### src/rtl/serial_deser.sv
// rtl/serial_deser.sv - serial-to-parallel deserializer with valid/ready output and sticky errors
// Synchronizes an asynchronous sin/sen pair and assembles MSB-first WIDTH-bit words.

module serial_deser_dff (
  input  logic clk,
  input  logic rst,
  input  logic d,
  output logic q
);

  always_ff @(posedge clk or posedge rst) begin
    if (rst) q <= 1'b0;
    else     q <= d;
  end

endmodule

module serial_deser #(
  parameter int WIDTH = 8
) (
  input  logic             clk,
  input  logic             rst,
  input  logic             sin,
  input  logic             sen,
  input  logic             dready,
  input  logic             clr,
  output logic [WIDTH-1:0] dout,
  output logic             dvalid,
  output logic             overrun,
  output logic             frame_err
);

  localparam int CW = $clog2(WIDTH);
  localparam logic [CW-1:0] LAST = CW'(WIDTH - 1);

  logic sin_m, sin_s;
  logic sen_m, sen_s;

  serial_deser_dff u_sin_m (.clk(clk), .rst(rst), .d(sin),   .q(sin_m));
  serial_deser_dff u_sin_s (.clk(clk), .rst(rst), .d(sin_m), .q(sin_s));
  serial_deser_dff u_sen_m (.clk(clk), .rst(rst), .d(sen),   .q(sen_m));
  serial_deser_dff u_sen_s (.clk(clk), .rst(rst), .d(sen_m), .q(sen_s));

  logic [CW-1:0]    cnt;
  logic [WIDTH-2:0] shreg;
  logic [WIDTH-1:0] word;
  logic             complete;
  logic             can_load;
  logic             set_ovr;
  logic             set_ferr;

  assign word     = {shreg, sin_s};
  assign complete = sen_s && (cnt == LAST);
  assign can_load = !dvalid || dready;
  assign set_ovr  = complete && !can_load;
  // Dropping sen between frames (cnt=0) is the normal idle case, not an error.
  assign set_ferr = !sen_s && (cnt != '0);

  always_ff @(posedge clk or posedge rst) begin
    if (rst) begin
      cnt       <= '0;
      shreg     <= '0;
      dout      <= '0;
      dvalid    <= 1'b0;
      overrun   <= 1'b0;
      frame_err <= 1'b0;
    end else begin
      if (sen_s) begin
        shreg <= word[WIDTH-2:0];
        cnt   <= complete ? '0 : cnt + CW'(1);
      end else begin
        cnt   <= '0;
      end

      if (complete) begin
        if (can_load) begin
          dout   <= word;
          dvalid <= 1'b1;
        end
      end else if (dvalid && dready) begin
        dvalid <= 1'b0;
      end

      // A set event in the same cycle as clr must win.
      overrun   <= (overrun   && !clr) || set_ovr;
      frame_err <= (frame_err && !clr) || set_ferr;
    end
  end

endmodule
### config.mk
export PLATFORM = sky130hd
export DESIGN_NAME = serial_deser
export DESIGN_NICKNAME = d
export VERILOG_FILES = /design/src/rtl/serial_deser.sv
export SDC_FILE = /design/constraint.sdc
export NUM_CORES = 1
export LEC_CHECK = 0
export ABC_AREA = 1
export CAP_MARGIN = 25
export CORE_UTILIZATION = 50
export CTS_CLUSTER_DIAMETER = 30
export DETAILED_ROUTE_END_ITERATION = 8
export HOLD_SLACK_MARGIN = 0.1
export MAX_ROUTING_LAYER = met4
export PLACE_DENSITY = 0.76
export SLEW_MARGIN = 20
export SYNTH_ARGS = -nofsm -noshare
export SYNTH_HDL_FRONTEND = slang
export SYNTH_SLANG_ARGS = --single-unit
### constraint.sdc
create_clock -name clk -period 1.4 [get_ports clk]
set_input_delay 0.42 -clock clk [delete_from_list [all_inputs] [get_ports clk]]
set_output_delay 0.42 -clock clk [all_outputs]
set_load 0.01 [all_outputs]
-- Word-level counts from Yosys, hierarchy flattened
Cells that the tools add are included.
- multiplexer cells: 5
- add/subtract/negate cells: 1
- reduce and logical (&&, ||, !) cells: 17
- eq/ne operators: 2
- operators by type and width (cell ; number):
    1-bit logical AND ; 6
    3-bit two-way mux ; 2
    1-bit zero test ; 4
    2-bit AND reduction ; 2
    3-bit by 1-bit adder with 3-bit output (second input constant) ; 1
    3-bit == test (second input constant) ; 1
    1-bit logical OR ; 3
    1-bit two-way mux ; 3
    3-bit nonzero test ; 1
    2-bit by 1-bit != test with 1-bit output (second input constant) ; 1
    2-bit nonzero test ; 1
- logic and storage cells: 35
- flip-flop bits (word level): 25
- output and inout bits: 11

-- Logic depth before layout (Yosys ltp)
- depth in word-level cells: 5
- mapped depth: 7

-- Hierarchy
A second synthesis with hierarchy kept.
- cell total of the unflattened synthesis: 99
- area total of the unflattened synthesis: 979.7 um^2
- by module, submodules not included (module ; area each (um^2) ; instances ; cells an instance):
    serial_deser ; 864.6 ; 1 ; 91
    serial_deser_dff ; 28.8 ; 4 ; 2

-- Least setup slack after synthesis
Ideal clock, no wire load.
- path kind: register -> register
- from: reg cnt[0]
- to: reg dout[0]
- slack: 0.239 ns
- arrival time: 1.096 ns
- path buffers: 0
- setup time: 0.065 ns
- cell stages (with the launch flop): 8
- cell sequence: dfrtp_1 > ha_1 > ha_1 > nand2_4 > inv_6 > nand2_4 > nand2_1 > nand2_1
- word-level cells in the longest chain between the ends: 3
- ends and longest elaborated chain (element ; RTL line ; RTL):
    from (decl) ; 44 ; logic [CW-1:0] cnt;
    from (signal assigned) ; 70 ; cnt <= complete ? '0 : cnt + CW'(1);
    3-bit == test ; 53 ; assign complete = sen_s && (cnt == LAST);
    1-bit logical AND ; 53 ;
    2-bit AND reduction (no source line) ; - ;
    to (signal assigned) ; 77 ; dout <= word;
    to (decl) ; 27 ; output logic [WIDTH-1:0] dout,
No other way between the ends.
A chain may end at the register's enable or synchronous reset.

-- Final worst setup path
- from: reg frame_err
- to: out frame_err
- RTL lines (element ; RTL line ; RTL):
    from (decl) ; 30 ; output logic frame_err
    from (signal assigned) ; 86 ; frame_err <= (frame_err && !clr) || set_ferr;
No word-level cell between the ends.

==> results.toml <==
[status]
status = "finished clean"

[die]
start_util = 0.547
placementRows = 15
die_h_um = 45.9
dieArea_um2 = 2110
num_io_pins = 17
die_width_um = 45.9
core-area_um2 = 1760

[worst_setup_path]
reg2reg_slack_ns = 0.13
cp.arrival_ns = 0.95
crit_cells = 1
cp_num_buf_inv = 1
cp_cell_sequence = "clkdlybuf4s15_1"
path_class = "reg -> out"
crit_family = "flip-flops"
critPathCaptureType = "primary output"
cp.required_ns = 0.98
r2r_cells = 7
cp_max_fo = 2
regToRegEndpoint = "dout[5]$_DFFE_PP0P_"
cp_slowest_cell = "dfrtp_1"
worstReg2RegStart = "cnt[0]$_DFF_PP0_"
crit_path_max_incr_delay_ns = 0.40
critPathLaunchType = "register"

[sta]
drv_slew = 0
fmax_ghz = 0.731
finClkSkew_ns = 0.00580
hold_viol_final = 0
setup-violations-final = 0
rsz0062_at_grt = "false"
tightest_slew_ns = 0.361
fin_setup_tns_ns = 0
min_period_over_period = 0.977
fin_crit_ns = 1.37
slew_headroom = 0.759
fin_ws_ns = 0.0324

[detailed_routing]
wl_mm = 1.54
drt_iter0_drc = 8
drt-pass1-iter-count = 4
vias = 685
ant_nets = 0
wl_per_cell_um = 10.6
via_per_inst = 4.72
drc = 0

[place]
placed_cells = 137
gp_congestion = 0.748
numPortBuffers = 16
dp_hpwl_mm = 1.10
pre_cts_ws_ns = 0.00492

[grt]
antenna_found_initial = 0
overflow = 0
grt_max_degree = 26
first_global_vias = 615
grt_pass1_wl_mm = 2.57
grt_usage = 0.184

[clocking]
clk_latency_ns = 0.31
cts-root-buf = "clkbuf_4"
clockBufferDepth = 2
cts.sink_count = 25
cts_tree = "built"
cts_hold_buf = 0
cts_made_buffers = 3
clkTransAtPathRegs_ns = 0.13
h-tree-depth = 1

[synth]
syn_area_per_cell_um2 = 10.2
synth_nets = 104
synthTopCellsByCount = "nand2_1 (36), dfrtp_1 (25), inv_1 (9)"
synth.largest_area_cell = "dfrtp_1"
yosysSeqAreaShare = 0.649
syn_inst = 95
synth-seq-cells = 25
syn-cell-area_um2 = 965
yosys.area.top_type_share = 0.649
ys_warn_count = 0
synth_cell_type_count = 16
synthTopCellsByArea = "dfrtp_1 (65%), nand2_1 (14%), nand3_1 (4.2%)"
async_flop_share = 1.00
synth_most_common_cell = "nand2_1"
synth-edff-count = 0
synth_ff_type = "dfrtp_1"

[min_path]
hold_end = "u_sen_s.q$_DFF_PP0_"
min_from = "u_sen_m.q$_DFF_PP0_"
hp-class = "reg -> reg"
min_path_cells = 0

[power_and_ir_drop]
p_leak_uw = 0.000670
p_per_area_nw_per_um2 = 1050
vdd_drop_max_mv = 0.784

[cells_and_area]
drive_above_1_share = 0.200
fin_nets = 130
stdcell_count = 145
area_delta_synth_final_pct = 24.4
fillers = 149
antenna_cells = 0

[job]
maxCapViolCount = 0
[registers in the layout, indices dropped and copies added (netlist names)]
signal / cells
dout: 8
shreg: 7
cnt: 3
dvalid: 1
frame_err: 1
overrun: 1
u_sen_m.q: 1
u_sen_s.q: 1
u_sin_m.q: 1
u_sin_s.q: 1
[cells by family (layout without fill, tap and decap cells)]
group / count (synthesis) / count (layout) / share of synthesized area
buf+inv: 13 / 38 / 0.0648
compound gates: 5 / 5 / 0.0272
flops: 25 / 25 / 0.649
simple gates: 49 / 49 / 0.220
fa+ha+maj: 3 / 3 / 0.0389
[how the worst max path moves through the flow]
stage | start | endpoint | slack, ns
6_report | frame_err$_DFF_PP0_ | frame_err | 0.03
3_5_place_dp | dready | dout[7]$_DFFE_PP0P_ | 0.005
4_1_cts | dout[0]$_DFFE_PP0P_ | dout[0] | 0.02
3_3_place_gp | dready | dout[1]$_DFFE_PP0P_ | 0.03
5_1_grt | frame_err$_DFF_PP0_ | frame_err | 0.0008
2_1_floorplan | cnt[0]$_DFF_PP0_ | dout[0]$_DFFE_PP0P_ | 0.24
[metrics by stage]
step,utilization,hold slack (ns),cell area (um2),power [uW]
5_1_grt,0.680,0.375,1200,1320
4_1_cts,0.690,0.371,1220,1270
2_1_floorplan,-,0.331,965,898
3_3_place_gp,0.666,0.334,1170,963
3_5_place_dp,0.666,0.340,1170,973
6_report,0.680,0.368,1200,1260
[power breakdown]
group	internal (uW)	total (uW)	leakage (uW)	switching, uW
Clock	107	313	0.0000177	207
Sequential	777	817	0.000327	39.8
Combinational	65.3	134	0.000325	68.4
Total	949	1260	0.000670	315
[what timing repair did]
action | CTS | global route
setup endpoints to repair | 11 | 9
resized for setup | 22 | 8
buffers inserted | 2 | 2
[final cells by class]
type                            instances  area, um2  area share
Inverter                               11       46.3      0.0386
Tap cell                               25       31.3      0.0261
Clock buffer                            3       22.5      0.0188
Timing Repair Buffer                   23        190       0.158
Clock inverter                          1       5.00     0.00417
Multi-Input combinational cell         57        279       0.233
Sequential cell                        25        626       0.521
[layer usage]
metal	up-vias	part of all wire	global-route usage
met5	-	0	-
met4	0	0.0019	0.0706
met3	2	0.043	0.0357
met2	17	0.51	0.321
met1	323	0.44	0.205
li1	343	-	-
[layout by cell type, fill, tap and decap left out]
cell type        synthesis  layout
buf_12                   0       1
buf_4                    0       6
clkbuf_2                 0       7
clkbuf_4                 0       3
clkdlybuf4s15_1          0       4
clkdlybuf4s50_1          0       5
clkinv_2                 0       1
dfrtp_1                 25      25
ha_1                     3       2
ha_2                     0       1
inv_1                    9       9
inv_2                    1       1
inv_6                    1       1
nand2_1                 36      36
nand2_2                  1       1
nand2_4                  2       2
nand3_1                  8       8
nor2_1                   1       1
nor3_1                   1       1
o21ai_0                  2       2
o21ai_1                  2       2
o22ai_1                  1       1
Note: power is estimated with default switching activity, not from simulation.
